$ cat src/rtl/mem_loader_pkg.sv
// Shared constants for the memory loader: FSM state encodings, load target
// encodings and the per-port byte strides used to form SRAM byte addresses.
package mem_loader_pkg;

    localparam logic [2:0] ST_IDLE     = 3'd0;
    localparam logic [2:0] ST_LOAD     = 3'd1;
    localparam logic [2:0] ST_RUN      = 3'd2;
    localparam logic [2:0] ST_DUMP_RD  = 3'd3;
    localparam logic [2:0] ST_DUMP_CAP = 3'd4;
    localparam logic [2:0] ST_DUMP_OUT = 3'd5;

    localparam logic TGT_IMEM = 1'b0;
    localparam logic TGT_DMEM = 1'b1;

    localparam int unsigned IMEM_STRIDE = 32'd4;
    localparam int unsigned DMEM_STRIDE = 32'd8;

    function automatic logic [63:0] to_byte_addr(input logic [63:0] word_idx,
                                                 input int unsigned stride);
        return word_idx * 64'(stride);
    endfunction

endpackage

$ cat src/rtl/loader_addr_cnt.sv
// Word counter for one load target: clears on a new load, wraps modulo 2^AW
// and flags the increment that rolls it over to zero.
module loader_addr_cnt #(
    parameter int AW = 9
) (
    input  logic          clk,
    input  logic          arst,
    input  logic          i_clr,
    input  logic          i_inc,
    output logic [AW-1:0] o_cnt,
    output logic          o_wrap
);

    logic [AW-1:0] r_cnt;

    assign o_cnt  = r_cnt;
    assign o_wrap = i_inc & ~i_clr & (r_cnt == {AW{1'b1}});

    // counter register with clear priority over increment
    always_ff @(posedge clk or posedge arst) begin
        if (arst) begin
            r_cnt <= {AW{1'b0}};
        end else if (i_clr) begin
            r_cnt <= {AW{1'b0}};
        end else if (i_inc) begin
            r_cnt <= r_cnt + {{(AW-1){1'b0}}, 1'b1};
        end
    end

endmodule

$ cat src/rtl/mem_loader.sv
// Host-side controller that loads a program image into the CPU memories,
// runs the CPU for a set number of cycles and streams a dmem window back out.
module mem_loader
    import mem_loader_pkg::*;
#(
    parameter int IMEM_AW = 9,
    parameter int DMEM_AW = 10
) (
    input  logic        clk,
    input  logic        arst,
    input  logic        load_req,
    input  logic        run_req,
    input  logic [31:0] run_len,
    input  logic        dump_req,
    input  logic [63:0] dump_base,
    input  logic [15:0] dump_len,
    input  logic        s_valid,
    output logic        s_ready,
    input  logic [63:0] s_data,
    input  logic        s_target,
    input  logic        s_last,
    output logic        m_valid,
    input  logic        m_ready,
    output logic [63:0] m_data,
    output logic        busy,
    output logic        done,
    output logic        ovf,
    output logic [63:0] addr_ext,
    output logic        wen_ext,
    output logic        ren_ext,
    output logic [31:0] wdata_ext,
    input  logic [31:0] rdata_ext,
    output logic [63:0] addr_ext_2,
    output logic        wen_ext_2,
    output logic        ren_ext_2,
    output logic [63:0] wdata_ext_2,
    input  logic [63:0] rdata_ext_2,
    output logic        cpu_enable
);

    logic [2:0]         r_state;
    logic [31:0]        r_run_cnt;
    logic [60:0]        r_daddr;
    logic [15:0]        r_dcnt;
    logic               r_load_fin;

    logic               w_accept;
    logic               w_cnt_clr;
    logic               w_imem_inc;
    logic               w_dmem_inc;
    logic [IMEM_AW-1:0] w_imem_cnt;
    logic [DMEM_AW-1:0] w_dmem_cnt;
    logic               w_imem_wrap;
    logic               w_dmem_wrap;
    logic               w_unused;

    assign s_ready    = (r_state == ST_LOAD);
    assign w_accept   = s_valid & s_ready;
    assign w_cnt_clr  = (r_state == ST_IDLE) & load_req;
    assign w_imem_inc = w_accept & (s_target == TGT_IMEM);
    assign w_dmem_inc = w_accept & (s_target == TGT_DMEM);
    assign ren_ext    = 1'b0;
    assign w_unused   = ^{rdata_ext, dump_base[2:0]};

    loader_addr_cnt #(.AW(IMEM_AW)) u_imem_cnt (
        .clk    (clk),
        .arst   (arst),
        .i_clr  (w_cnt_clr),
        .i_inc  (w_imem_inc),
        .o_cnt  (w_imem_cnt),
        .o_wrap (w_imem_wrap)
    );

    loader_addr_cnt #(.AW(DMEM_AW)) u_dmem_cnt (
        .clk    (clk),
        .arst   (arst),
        .i_clr  (w_cnt_clr),
        .i_inc  (w_dmem_inc),
        .o_cnt  (w_dmem_cnt),
        .o_wrap (w_dmem_wrap)
    );

    // control FSM and all registered outputs; strobes default low each cycle
    always_ff @(posedge clk or posedge arst) begin
        if (arst) begin
            r_state     <= ST_IDLE;
            r_run_cnt   <= 32'd0;
            r_daddr     <= 61'd0;
            r_dcnt      <= 16'd0;
            r_load_fin  <= 1'b0;
            m_valid     <= 1'b0;
            m_data      <= 64'd0;
            busy        <= 1'b0;
            done        <= 1'b0;
            ovf         <= 1'b0;
            addr_ext    <= 64'd0;
            wen_ext     <= 1'b0;
            wdata_ext   <= 32'd0;
            addr_ext_2  <= 64'd0;
            wen_ext_2   <= 1'b0;
            ren_ext_2   <= 1'b0;
            wdata_ext_2 <= 64'd0;
            cpu_enable  <= 1'b0;
        end else begin
            wen_ext     <= 1'b0;
            addr_ext    <= 64'd0;
            wdata_ext   <= 32'd0;
            wen_ext_2   <= 1'b0;
            ren_ext_2   <= 1'b0;
            addr_ext_2  <= 64'd0;
            wdata_ext_2 <= 64'd0;
            cpu_enable  <= 1'b0;
            r_load_fin  <= 1'b0;
            // load completion: done trails the final write strobe by one cycle
            done        <= r_load_fin;
            if (w_imem_wrap | w_dmem_wrap) begin
                ovf <= 1'b1;
            end

            case (r_state)
                ST_IDLE: begin
                    if (load_req) begin
                        r_state <= ST_LOAD;
                        busy    <= 1'b1;
                        ovf     <= 1'b0;
                    end else if (run_req) begin
                        if (run_len == 32'd0) begin
                            done <= 1'b1;
                        end else begin
                            r_state    <= ST_RUN;
                            r_run_cnt  <= run_len;
                            cpu_enable <= 1'b1;
                            busy       <= 1'b1;
                        end
                    end else if (dump_req) begin
                        if (dump_len == 16'd0) begin
                            done <= 1'b1;
                        end else begin
                            r_state    <= ST_DUMP_RD;
                            r_daddr    <= dump_base[63:3];
                            r_dcnt     <= dump_len;
                            ren_ext_2  <= 1'b1;
                            addr_ext_2 <= to_byte_addr({3'b000, dump_base[63:3]}, DMEM_STRIDE);
                            busy       <= 1'b1;
                        end
                    end
                end
                ST_LOAD: begin
                    if (w_accept) begin
                        if (s_target == TGT_DMEM) begin
                            wen_ext_2   <= 1'b1;
                            addr_ext_2  <= to_byte_addr({{(64-DMEM_AW){1'b0}}, w_dmem_cnt}, DMEM_STRIDE);
                            wdata_ext_2 <= s_data;
                        end else begin
                            wen_ext   <= 1'b1;
                            addr_ext  <= to_byte_addr({{(64-IMEM_AW){1'b0}}, w_imem_cnt}, IMEM_STRIDE);
                            wdata_ext <= s_data[31:0];
                        end
                        if (s_last) begin
                            r_state    <= ST_IDLE;
                            busy       <= 1'b0;
                            r_load_fin <= 1'b1;
                        end
                    end
                end
                ST_RUN: begin
                    // enable was already raised for the cycle that loaded the count
                    if (r_run_cnt <= 32'd1) begin
                        r_run_cnt <= 32'd0;
                        r_state   <= ST_IDLE;
                        busy      <= 1'b0;
                        done      <= 1'b1;
                    end else begin
                        r_run_cnt  <= r_run_cnt - 32'd1;
                        cpu_enable <= 1'b1;
                    end
                end
                ST_DUMP_RD: begin
                    r_state <= ST_DUMP_CAP;
                end
                ST_DUMP_CAP: begin
                    m_data  <= rdata_ext_2;
                    m_valid <= 1'b1;
                    r_state <= ST_DUMP_OUT;
                end
                ST_DUMP_OUT: begin
                    if (m_ready) begin
                        m_valid <= 1'b0;
                        m_data  <= 64'd0;
                        r_daddr <= r_daddr + 61'd1;
                        r_dcnt  <= r_dcnt - 16'd1;
                        if (r_dcnt == 16'd1) begin
                            r_state <= ST_IDLE;
                            busy    <= 1'b0;
                            done    <= 1'b1;
                        end else begin
                            r_state    <= ST_DUMP_RD;
                            ren_ext_2  <= 1'b1;
                            addr_ext_2 <= to_byte_addr({3'b000, r_daddr + 61'd1}, DMEM_STRIDE);
                        end
                    end
                end
                default: begin
                    r_state <= ST_IDLE;
                    busy    <= 1'b0;
                    m_valid <= 1'b0;
                end
            endcase
        end
    end

endmodule
$ cat config.mk
export PLATFORM = sky130hd
export DESIGN_NAME = mem_loader
export DESIGN_NICKNAME = d
export VERILOG_FILES = /design/src/rtl/mem_loader_pkg.sv /design/src/rtl/loader_addr_cnt.sv /design/src/rtl/mem_loader.sv
export SDC_FILE = /design/constraint.sdc
export NUM_CORES = 1
export LEC_CHECK = 0
export BUFFER_PORTS_ARGS = -buffer_cell sky130_fd_sc_hd__buf_2
export CORE_ASPECT_RATIO = 0.9
export CORE_MARGIN = 8
export CORE_UTILIZATION = 30
export DETAILED_ROUTE_END_ITERATION = 8
export PLACE_DENSITY_LB_ADDON = 0.12
export SLEW_MARGIN = 20
export SYNTH_ARGS = -nofsm -noshare
export SYNTH_HDL_FRONTEND = slang
export SYNTH_HIERARCHICAL = 1
export SYNTH_SLANG_ARGS = --single-unit
$ cat constraint.sdc
create_clock -name clk -period 10.2 [get_ports clk]
set_input_delay 1.02 -clock clk [delete_from_list [all_inputs] [get_ports clk]]
set_output_delay 1.02 -clock clk [all_outputs]
set_load 0.02 [all_outputs]
==> flow_metrics.env <==
export IMPL_cts_max_path_buffers=3
export IMPL_routedWlPerCell_um=21.97
export IMPL_seq_area_um2=9259
export IMPL_status="complete, no violations"
export IMPL_synth_top_family_by_area="simple AND/OR/NAND/NOR gates"
export IMPL_cp_depth=7
export IMPL_dpl_cell_area_um2=20400
export IMPL_yosysMostFrequentCell="dfrtp_1"
export IMPL_fin_util=0.3784
export IMPL_clk_latency_ps=580
export IMPL_required_ps=10620
export IMPL_drive_gt1_frac=0.2785
export IMPL_critPathMaxFanout=35
export IMPL_grt_pass1_wl_um=99130
export IMPL_async_reset_ff_frac=1.000
export IMPL_syn_to_final_growth_pct=25.39
export IMPL_synth_top_area_share=0.5289
export IMPL_cp_arrival_ps=4210
export IMPL_antenna_found_initial=20
export IMPL_cts_resized=0
export IMPL_port_buffers=484
export IMPL_synth_edf_count=0
export IMPL_synth_compound_area_frac=0.1797
export IMPL_worst_slew_pin_slew_ps=1108
export IMPL_die_height_um=245.2
export IMPL_ys_seq_area_frac=0.5289
export IMPL_slew_headroom=0.2594
export IMPL_worstRegToRegCells=7
export IMPL_vias=15130
export IMPL_instances_no_fill=3000
export IMPL_fill_cells=5938
export IMPL_critPathLaunchType="flip-flop"
export IMPL_drtIter0Drc=1002
export IMPL_grt_pass1_vias=15280
export IMPL_synthXorXnorAreaFrac=0.03452
export IMPL_post_dp_hpwl_um=48000
export IMPL_start_util=0.3018
export IMPL_syn_avg_cell_area_um2=10.04
export IMPL_hp_class="primary input to async pin"
export IMPL_p_per_area_nw_per_um2=260.3
export IMPL_p_switching_mw=2.217
export IMPL_synthAdderAreaFrac=0.005718
export IMPL_drv_slew=0
export IMPL_cts_num_sinks=370
export IMPL_wl_um=65910
export IMPL_clkPwrFrac=0.285
export IMPL_numCtsBuffers=45
export IMPL_ys_flop_type="dfrtp_1"
export IMPL_yosys_warnings=6
export IMPL_p_int_mw=3.497
export IMPL_yosys_area_top_type="dfrtp_1"
export IMPL_place_ws_ps=6215
export IMPL_combPwrFrac=0.319
export IMPL_post_cts_setup_buffer_count=0
export IMPL_period_share=0.3721
export IMPL_die_w_um=270.6
export IMPL_core_area_um2=58020
export IMPL_avgViaCountPerCell=5.043
export IMPL_grt_start_max_net_pins=164
export IMPL_htree_levels=2
export IMPL_netlist_area_um2=17510
export IMPL_pin_count=579
export IMPL_row_count=84
export IMPL_stdcell_area_um2=21950
export IMPL_synth_cell_types=77
export IMPL_drc=0
export IMPL_clock_root_buffer="clkbuf_16"
export IMPL_holdWs_ps=446.1
export IMPL_max_freq_mhz=263.5
export IMPL_end_kind="flip-flop"
export IMPL_vdd_ir_drop_max_mv=0.1211
export IMPL_clock_skew_ps=17.88
export IMPL_clk_pin_slew_ps=60
export IMPL_crit_chain="or3_1 -> nor3_1 -> and3_2 -> buf_4 -> o21ai_0 -> mux2i_1 -> a21oi_1"
export IMPL_rsz0062_at_grt="no"
export IMPL_synthCells=1743
export IMPL_cts_hold_buf=0
export IMPL_cap_violations=0
export IMPL_crit_path_top_delay_cell="and3_2"
export IMPL_die_area_um2=66350
export IMPL_detail_route_antenna_nets=0
export IMPL_cpPeakStageDelay_ps=860
export IMPL_cp_top_family="simple AND/OR/NAND/NOR gates"
export IMPL_synth_area_top_cells="dfrtp_1 53%, o21ai_0 4.2%, and2_1 3.9%"
export IMPL_seqPwrFrac=0.396
export IMPL_synth_simple_area_share=0.1866
export IMPL_setup_viol=0
export IMPL_cts_tree="done"
export IMPL_dp_cells=2910
export IMPL_fin_crit_ps=3796
export IMPL_leakagePower_nw=10.53
export IMPL_nets=2473
export IMPL_hold_violations=0
export IMPL_dr_pass1_iters=6
export IMPL_fin_ws_ps=6404
export IMPL_muxShareOfSynthArea=0.005146
export IMPL_path_buf_inv=1
export IMPL_swShare=0.3880
export IMPL_synthTopCellsByCount="370 x dfrtp_1, 156 x nand2_1, 146 x o21ai_0"
export IMPL_ys_seq_elements=370
export IMPL_path_class="flip-flop to flip-flop"
export IMPL_place_gp_congestion=0.8179
export IMPL_power_mw=5.714
export IMPL_track_usage=0.1911
export IMPL_tns_ps=0
export IMPL_multi_input_area_um2=7495
export IMPL_grt_overflow=0
## power groups by stage
| stage | Sequential [mW] | Clock, mW | Combinational, mW |
|---|---|---|---|
| finish | 2.26 | 1.63 | 1.82 |
| global placement | 2.27 | 0 | 1.82 |
| floorplan | 2.39 | 0 | 1.09 |
| global route | 2.33 | 1.74 | 2.02 |
| CTS | 2.26 | 1.69 | 1.85 |
| detailed placement | 2.28 | 0 | 1.84 |
## per-layer routing
layer	GRT usage	vias to the layer above	routed length, um
met3	0.06353	97	5241
li1	-	7067	-
met1	0.2387	7462	27530
met5	0	-	148
met2	0.3152	482	31760
met4	0.05225	22	1228
## worst register-to-register path: cells and delay by family (launching register included)
family | cells | cell delay [ps]
and+or+nand+nor | 3 | 2080
DFF | 1 | 610
buffers and inverters | 1 | 520
AOI/OAI and AO/OA | 2 | 260
muxes | 1 | 150
## cells by family after synthesis
kind of cell    count (synthesis)
fa+ha+maj                       8
flops                         370
other cells                     1
buf+inv                       194
compound gates                479
simple gates                  613
mux                             9
xor+xnor                       69
## layout by cell type, fill, tap and decap left out, drive strengths merged, types with 38 or more instances in the layout
cell    count
nor4       43
o21ai     151
conb       59
nand2     156
a22o       68
buf       505
nor3       39
nor2      111
a21oi      91
xor2       38
dfrtp     370
nand3      39
clkbuf     61
nand4      38
and2      111
## registers in the layout, summed over array words and instances (netlist names), 3 cells and up
| signal | cells |
|---|---|
| m_data | 64 |
| wdata_ext_2 | 64 |
| addr_ext_2 | 61 |
| r_daddr | 61 |
| r_run_cnt | 32 |
| wdata_ext | 32 |
| r_dcnt | 16 |
| u_dmem_cnt/o_cnt | 10 |
| addr_ext | 9 |
| u_imem_cnt/o_cnt | 9 |
| r_state | 3 |
## path summary, 6_finish.rpt
| check | from | slack, ps | end |
|---|---|---|---|
| min | arst | 450 | u_imem_cnt/o_cnt[7] |
| max reg2reg | r_state[2] | 6400 | r_daddr[55] |
| min reg2reg | r_load_fin | 470 | done |
| min in group clk | r_load_fin | 470 | done |
| max | r_state[2] | 6400 | r_daddr[55] |
| max in group asynchronous | arst | 7790 | m_data[42] |
## cell type report
class,instances,area share
Clock buffer,61,0.05722
Tap cell,774,0.04412
Timing Repair Buffer,505,0.1190
Sequential cell,370,0.4218
Multi-Input combinational cell,1237,0.3414
Inverter,25,0.004446
Antenna cell,7,0.0007979
Clock inverter,21,0.01123
(Power assumes the default switching activity.)
